<file path="src/rtl/ball_motion_if.sv">
// Per-frame game signals between the frame/player sources and the ball-motion stage.
// master drives player positions and frame timing; slave returns ball position and goal pulses.
interface ball_motion_if;
    logic        frame_tick;
    logic        game_active;
    logic [9:0]  team1_ver_pos;
    logic [9:0]  team1_hor_pos;
    logic [9:0]  team2_ver_pos;
    logic [9:0]  team2_hor_pos;
    logic [18:0] ball_x;
    logic [18:0] ball_y;
    logic        goal_team1;
    logic        goal_team2;

    modport master (
        output frame_tick, game_active,
        output team1_ver_pos, team1_hor_pos, team2_ver_pos, team2_hor_pos,
        input  ball_x, ball_y, goal_team1, goal_team2
    );

    modport slave (
        input  frame_tick, game_active,
        input  team1_ver_pos, team1_hor_pos, team2_ver_pos, team2_hor_pos,
        output ball_x, ball_y, goal_team1, goal_team2
    );
endinterface

</file>
<file path="src/rtl/ball_motion.sv">
// Quaffle motion: once per frame moves the ball, bounces it off walls and players,
// then tests the six goal rings one per cycle and re-serves from centre after a score.
module ball_motion #(
    parameter int PLAYER_RADIUS = 25,
    parameter int GOAL_RADIUS   = 40,
    parameter int BALL_RADIUS   = 5,
    parameter int SERVE_VX      = 2,
    parameter int SERVE_VY      = 3,
    parameter int HOLD_FRAMES   = 60
) (
    input  logic          clk,
    input  logic          rst,
    ball_motion_if.slave  bus
);

    typedef enum logic [1:0] {S_HOLD, S_WAIT, S_PCHK, S_GCHK} state_t;
    typedef enum logic [1:0] {SC_NONE, SC_TEAM1, SC_TEAM2} scorer_t;

    localparam int HCW = (HOLD_FRAMES < 2) ? 1 : $clog2(HOLD_FRAMES + 1);

    localparam logic signed [10:0] X_MIN  = 11'(144 + BALL_RADIUS);
    localparam logic signed [10:0] X_MAX  = 11'(659 - BALL_RADIUS);
    localparam logic signed [10:0] Y_MIN  = 11'(35 + BALL_RADIUS);
    localparam logic signed [10:0] Y_MAX  = 11'(514 - BALL_RADIUS);
    localparam logic signed [10:0] CX     = 11'sd400;
    localparam logic signed [10:0] CY     = 11'sd275;
    localparam logic signed [3:0]  SVX    = 4'(SERVE_VX);
    localparam logic signed [3:0]  SVY    = 4'(SERVE_VY);
    localparam logic [21:0]        P_R2   = 22'((PLAYER_RADIUS + BALL_RADIUS) * (PLAYER_RADIUS + BALL_RADIUS));
    localparam logic [21:0]        G_R2   = 22'((GOAL_RADIUS - 2) * (GOAL_RADIUS - 2));

    state_t               state_q, state_d;
    scorer_t              scorer_q, scorer_d;
    logic [2:0]           idx_q, idx_d;
    logic [HCW-1:0]       hold_q, hold_d;
    logic signed [10:0]   x_q, x_d, y_q, y_d;
    logic signed [3:0]    vx_q, vx_d, vy_q, vy_d;
    logic                 g1_q, g1_d, g2_q, g2_d;

    logic signed [10:0]   nx, ny, px, py, gx, gy;
    logic signed [3:0]    vy_abs;
    logic                 tick, p_hit, g_hit;

    function automatic logic signed [10:0] sext4(input logic signed [3:0] v);
        return {{7{v[3]}}, v};
    endfunction

    function automatic logic signed [10:0] to_s11(input logic [9:0] p);
        return $signed({1'b0, p});
    endfunction

    function automatic logic signed [10:0] clamp(input logic signed [10:0] p,
                                                 input logic signed [10:0] lo,
                                                 input logic signed [10:0] hi);
        if (p < lo) return lo;
        if (p > hi) return hi;
        return p;
    endfunction

    // Squared Euclidean distance; |dx|,|dy| stay below 1024 so the sum fits 22 bits.
    function automatic logic [21:0] dist2(input logic signed [10:0] ax, input logic signed [10:0] ay,
                                          input logic signed [10:0] bx, input logic signed [10:0] by);
        logic signed [11:0] dx, dy;
        logic [10:0]        mx, my;
        dx = 12'(ax) - 12'(bx);
        dy = 12'(ay) - 12'(by);
        mx = dx[11] ? 11'(-dx) : 11'(dx);
        my = dy[11] ? 11'(-dy) : 11'(dy);
        return 22'(mx) * 22'(mx) + 22'(my) * 22'(my);
    endfunction

    assign tick   = bus.frame_tick & bus.game_active;
    assign nx     = x_q + sext4(vx_q);
    assign ny     = y_q + sext4(vy_q);
    assign vy_abs = vy_q[3] ? -vy_q : vy_q;

    always_comb begin
        px = 11'sd240;
        py = to_s11(bus.team1_ver_pos);
        unique case (idx_q[1:0])
            2'd0: begin px = 11'sd240;                  py = to_s11(bus.team1_ver_pos); end
            2'd1: begin px = to_s11(bus.team1_hor_pos); py = 11'sd380;                  end
            2'd2: begin px = 11'sd560;                  py = to_s11(bus.team2_ver_pos); end
            default: begin px = to_s11(bus.team2_hor_pos); py = 11'sd180;               end
        endcase
        gy = (idx_q < 3'd3) ? 11'sd100 : 11'sd450;
        case (idx_q)
            3'd0, 3'd3: gx = 11'sd300;
            3'd1, 3'd4: gx = 11'sd400;
            default:    gx = 11'sd500;
        endcase
    end

    assign p_hit = dist2(x_q, y_q, px, py) < P_R2;
    assign g_hit = dist2(x_q, y_q, gx, gy) < G_R2;

    always_comb begin
        state_d  = state_q;
        scorer_d = scorer_q;
        idx_d    = idx_q;
        hold_d   = hold_q;
        x_d      = x_q;
        y_d      = y_q;
        vx_d     = vx_q;
        vy_d     = vy_q;
        g1_d     = 1'b0;
        g2_d     = 1'b0;
        unique case (state_q)
            S_HOLD: begin
                if (tick) begin
                    if (hold_q == HCW'(HOLD_FRAMES - 1)) begin
                        hold_d  = '0;
                        vx_d    = SVX;
                        vy_d    = (scorer_q == SC_TEAM2) ? -SVY : SVY;
                        state_d = S_WAIT;
                    end else begin
                        hold_d = hold_q + 1'b1;
                    end
                end
            end
            S_WAIT: begin
                if (tick) begin
                    x_d     = clamp(nx, X_MIN, X_MAX);
                    y_d     = clamp(ny, Y_MIN, Y_MAX);
                    if (nx < X_MIN || nx > X_MAX) vx_d = -vx_q;
                    if (ny < Y_MIN || ny > Y_MAX) vy_d = -vy_q;
                    idx_d   = 3'd0;
                    state_d = S_PCHK;
                end
            end
            S_PCHK: begin
                // Blue players push the ball upward, red players downward.
                if (p_hit) vy_d = (idx_q < 3'd2) ? -vy_abs : vy_abs;
                if (idx_q == 3'd3) begin
                    idx_d   = 3'd0;
                    state_d = S_GCHK;
                end else begin
                    idx_d = idx_q + 3'd1;
                end
            end
            default: begin
                if (g_hit) begin
                    g1_d     = (idx_q < 3'd3);
                    g2_d     = (idx_q >= 3'd3);
                    scorer_d = (idx_q < 3'd3) ? SC_TEAM1 : SC_TEAM2;
                    x_d      = CX;
                    y_d      = CY;
                    vx_d     = '0;
                    vy_d     = '0;
                    idx_d    = 3'd0;
                    state_d  = S_HOLD;
                end else if (idx_q == 3'd5) begin
                    idx_d   = 3'd0;
                    state_d = S_WAIT;
                end else begin
                    idx_d = idx_q + 3'd1;
                end
            end
        endcase
    end

    always_ff @(posedge clk or posedge rst) begin
        if (rst) begin
            state_q  <= S_HOLD;
            scorer_q <= SC_NONE;
            idx_q    <= '0;
            hold_q   <= '0;
            x_q      <= CX;
            y_q      <= CY;
            vx_q     <= '0;
            vy_q     <= '0;
            g1_q     <= 1'b0;
            g2_q     <= 1'b0;
        end else begin
            state_q  <= state_d;
            scorer_q <= scorer_d;
            idx_q    <= idx_d;
            hold_q   <= hold_d;
            x_q      <= x_d;
            y_q      <= y_d;
            vx_q     <= vx_d;
            vy_q     <= vy_d;
            g1_q     <= g1_d;
            g2_q     <= g2_d;
        end
    end

    assign bus.ball_x     = {8'd0, x_q};
    assign bus.ball_y     = {8'd0, y_q};
    assign bus.goal_team1 = g1_q;
    assign bus.goal_team2 = g2_q;

endmodule

</file>
<file path="src/flat_wrapper.sv">
// flat-port wrapper written by rule: the top's interface ports become plain ports
module ball_motion_flat 
#(
    parameter int PLAYER_RADIUS = 25,
    parameter int GOAL_RADIUS   = 40,
    parameter int BALL_RADIUS   = 5,
    parameter int SERVE_VX      = 2,
    parameter int SERVE_VY      = 3,
    parameter int HOLD_FRAMES   = 60
)
  (clk, rst, bus_frame_tick, bus_game_active, bus_team1_ver_pos, bus_team1_hor_pos, bus_team2_ver_pos, bus_team2_hor_pos, bus_ball_x, bus_ball_y, bus_goal_team1, bus_goal_team2);
  ball_motion_if bus_i ();
  input  logic clk;
  input  logic rst;
  input wire logic [$bits(bus_i.frame_tick)-1:0] bus_frame_tick;
  input wire logic [$bits(bus_i.game_active)-1:0] bus_game_active;
  input wire logic [$bits(bus_i.team1_ver_pos)-1:0] bus_team1_ver_pos;
  input wire logic [$bits(bus_i.team1_hor_pos)-1:0] bus_team1_hor_pos;
  input wire logic [$bits(bus_i.team2_ver_pos)-1:0] bus_team2_ver_pos;
  input wire logic [$bits(bus_i.team2_hor_pos)-1:0] bus_team2_hor_pos;
  output wire logic [$bits(bus_i.ball_x)-1:0] bus_ball_x;
  output wire logic [$bits(bus_i.ball_y)-1:0] bus_ball_y;
  output wire logic [$bits(bus_i.goal_team1)-1:0] bus_goal_team1;
  output wire logic [$bits(bus_i.goal_team2)-1:0] bus_goal_team2;
  assign bus_i.frame_tick = bus_frame_tick;
  assign bus_i.game_active = bus_game_active;
  assign bus_i.team1_ver_pos = bus_team1_ver_pos;
  assign bus_i.team1_hor_pos = bus_team1_hor_pos;
  assign bus_i.team2_ver_pos = bus_team2_ver_pos;
  assign bus_i.team2_hor_pos = bus_team2_hor_pos;
  assign bus_ball_x = bus_i.ball_x;
  assign bus_ball_y = bus_i.ball_y;
  assign bus_goal_team1 = bus_i.goal_team1;
  assign bus_goal_team2 = bus_i.goal_team2;
  ball_motion #(.PLAYER_RADIUS(PLAYER_RADIUS), .GOAL_RADIUS(GOAL_RADIUS), .BALL_RADIUS(BALL_RADIUS), .SERVE_VX(SERVE_VX), .SERVE_VY(SERVE_VY), .HOLD_FRAMES(HOLD_FRAMES)) u_core (.clk(clk), .rst(rst), .bus(bus_i));
endmodule
</file>
<file path="config.mk">
export PLATFORM = sky130hd
export DESIGN_NAME = ball_motion_flat
export DESIGN_NICKNAME = d
export VERILOG_FILES = /design/src/rtl/ball_motion_if.sv /design/src/rtl/ball_motion.sv /design/src/flat_wrapper.sv
export SDC_FILE = /design/constraint.sdc
export NUM_CORES = 1
export LEC_CHECK = 0
export ABC_AREA = 1
export CORE_MARGIN = 2
export CORE_UTILIZATION = 50
export CTS_CLUSTER_SIZE = 25
export DETAILED_ROUTE_END_ITERATION = 7
export MAX_ROUTING_LAYER = met4
export PLACE_DENSITY = 0.72
export SLEW_MARGIN = 0
export SYNTH_ARGS = -nofsm -noshare
export SYNTH_HDL_FRONTEND = slang
export SYNTH_SLANG_ARGS = --single-unit
</file>
<file path="constraint.sdc">
create_clock -name clk -period 12.45 [get_ports clk]
set_clock_uncertainty 0.15 [all_clocks]
set_input_delay 1.8675 -clock clk [delete_from_list [all_inputs] [get_ports clk]]
set_output_delay 1.8675 -clock clk [all_outputs]
set_load 0.03 [all_outputs]
</file>
==> results.json <==
{
  "drv_slew": 0,
  "wl_met3_um": 2310,
  "fin_crit_sh_pct": 92.2,
  "antenna_found_initial": 0,
  "rsz0062_at_grt": "no",
  "clkTransAtPathRegs_ps": 70,
  "hold_buffers": 0,
  "worstPathMaxFanout": 15,
  "clock-root-buffer": "clkbuf_16",
  "netlist-cell-type-count": 59,
  "cts_buffers": 5,
  "fp.dieH_um": 208,
  "grt_overflow": 0,
  "clkSinkCount": 45,
  "yosys_warnings": 0,
  "area_delta_synth_final_pct": 6.73,
  "finalInstanceArea_um2": 22200,
  "place_area_um2": 22000,
  "cts_max_level": 2,
  "setup_viol": 0,
  "required_ps": 12480,
  "num_vias": 17700,
  "coreArea_um2": 40900,
  "grt_max_degree": 46,
  "die_area_um2": 43100,
  "grt_pass1_vias": 18400,
  "met1Wirelength_um": 24300,
  "via_per_inst": 5.25,
  "wirelength_um": 53400,
  "netlist_instances": 2781,
  "ant_nets": 0,
  "initial_utilization_pct": 50.7,
  "layout.nets": 3485,
  "grt_usage_pct": 26.2,
  "cap_violations": 0,
  "synth-main-ff-cell": "dfrtp_1",
  "avgRoutedWirePerCell_um": 15.8,
  "clk_path_buf_depth": 2,
  "status": "complete, no violations",
  "rows": 74,
  "slowest_stage": "xor2_1",
  "die_w_um": 208,
  "worstSkewPairLatency_ps": 290,
  "cp-start-kind": "primary input",
  "async_flop_share_pct": 100,
  "final-hold-violation-count": 0,
  "critPathCaptureType": "register",
  "max_stage_delay_ps": 660,
  "first_iter_violations": 1104,
  "finalCriticalPeriod_ps": 11480,
  "fmax_mhz": 87.1,
  "routed.top_layer": "met4",
  "ys_seq_area_share_pct": 5.47,
  "place.detailed.hpwl_um": 47100,
  "grt_pass1_wl_um": 90000,
  "n_antenna_cell": 0,
  "hold_path_class": "reg2reg",
  "crit_arrival_ps": 11510,
  "post-cts-setup-buffers": 0,
  "wl_met2_um": 25500,
  "setup_tns_ps": 0,
  "place.gp.congestion": 0.932,
  "synth-edff-count": 0,
  "worst-slew-pin-transition_ps": 1210,
  "cts-resized-gates": 0,
  "layout-drive-gt1-share_pct": 3.51,
  "critPathKind": "in2reg",
  "max-slew-margin-rel_pct": 18.4,
  "syn_area_per_cell_um2": 7.46,
  "port_buffers": 67,
  "pin_count": 84,
  "drc": 0,
  "ys_seq_elements": 45,
  "drt-pass1-iter-count": 6,
  "synthesis.area_um2": 20800,
  "tritoncts": "done"
}
==> per-stage QoR <==
| step | setup WS (ps) | utilization [%] | hold slack (ps) | std cells |
|---|---|---|---|---|
| after CTS | 1070 | 54.1 | 371 | 3377 |
| after floorplan | 2600 | - | 318 | 2796 |
| final | 967 | 54.1 | 365 | 3377 |
| after global routing | 270 | 54.1 | 402 | 3377 |
| after global placement | 1040 | 53.8 | 338 | 3369 |
| after detailed placement | 804 | 53.8 | 357 | 3369 |
==> cells in the final DEF, fill, tap and decap left out, types with 5 or more instances in the layout <==
cell type        instances
a21oi_1                 92
a221oi_1                 5
a22oi_1                  8
a31oi_1                 14
buf_4                   15
clkbuf_16                5
clkdlybuf4s50_1         67
clkinv_1                 7
conb_1                  16
dfrtp_1                 38
dfstp_2                  7
fa_1                   334
ha_1                   263
inv_1                  726
inv_2                    6
nand2_1                516
nand2_2                 11
nand3_1                130
nand3_2                  5
nand3b_1                10
nand4_1                 29
nor2_1                 264
nor2_2                   6
nor3_1                  22
nor4_1                   6
o211ai_1                 6
o21ai_0                 62
o21ai_1                  5
o21ai_2                 13
o21bai_1                 6
or2_2                   17
xnor2_1                 22
xor2_1                  62
==> synth_stat cells (7+ instances only) <==
library cell	number	area share, %
ha_1	263	16
a21oi_1	92	2.2
a22oi_1	8	0.29
nor3_1	22	0.53
dfstp_2	7	0.89
o21ai_2	13	0.55
or2_2	17	0.51
clkbuf_1	15	0.27
nand3b_1	10	0.36
nand3_1	130	3.1
nand4_1	29	0.87
xor2_1	62	2.6
nor2_1	264	4.8
inv_1	727	13
fa_1	334	32
nand2_2	11	0.33
clkinv_1	7	0.13
nand2_1	516	9.3
o21ai_0	62	1.5
buf_4	16	0.58
xnor2_1	22	0.93
dfrtp_1	38	4.6
a31oi_1	14	0.42
==> cell type report <==
class | instances | area (µm²)
Timing Repair Buffer | 82 | 783
Tap cell | 532 | 666
Inverter | 740 | 2780
Clock buffer | 6 | 129
Sequential cell | 45 | 1130
Fill cell | 3980 | 18800
Clock inverter | 2 | 15.0
Multi-Input combinational cell | 1970 | 16600
==> sequential cells by signal (all words and copies together) (netlist names) <==
name	cells
u_core.bus.goal_team1	1
u_core.bus.goal_team2	1
u_core.hold_q	6
u_core.idx_q	3
u_core.scorer_q	2
u_core.state_q	2
u_core.vx_q	4
u_core.vy_q	4
u_core.x_q	11
u_core.y_q	11
==> metal layers <==
metal | GRT usage [%] | vias to the layer above
li1 | - | 8549
met1 | 34.7 | 8625
met2 | 44.1 | 467
met3 | 1.62 | 73
met4 | 6.41 | 0
met5 | - | -
==> critical path: cells and delay by family <==
kind / cells / cell delay (ps)
compound gates: 5 / 1400
xor+xnor: 2 / 780
fa+ha+maj: 9 / 4260
buf+inv: 7 / 1030
simple gates: 17 / 2170
==> cell families after synthesis <==
kind of cell / count (synthesis) / synth area share [%]
other: 1 / 0.0181
buffers and inverters: 781 / 14.6
adders and majority gates: 597 / 48.1
AOI/OAI and AO/OA: 247 / 7.33
and+or+nand+nor: 1025 / 20.9
muxes: 1 / 0.0543
DFF: 45 / 5.47
xor gates and xnor gates: 84 / 3.55
==> path summary, 6_finish.rpt <==
path | start | to | slack, ps | cells past startpoint
max reg2reg | u_core.idx_q[0]$_DFFE_PP0P_ | u_core.x_q[3]$_DFFE_PP0P_ | 1110 | 38
min reg2reg | u_core.hold_q[1]$_DFFE_PP0P_ | u_core.hold_q[1]$_DFFE_PP0P_ | 370 | 2
min in group asynchronous | rst | u_core.hold_q[3]$_DFFE_PP0P_ | 1970 | 2
min | u_core.hold_q[1]$_DFFE_PP0P_ | u_core.hold_q[1]$_DFFE_PP0P_ | 370 | 2
max in group asynchronous | rst | u_core.x_q[0]$_DFFE_PP0P_ | 9570 | 2
max | bus_team1_ver_pos[5] | u_core.vy_q[3]$_DFFE_PP0P_ | 970 | 40
Power is not shown: default switching activity piles up to over one toggle a cycle in this logic, so the estimate is an artifact.
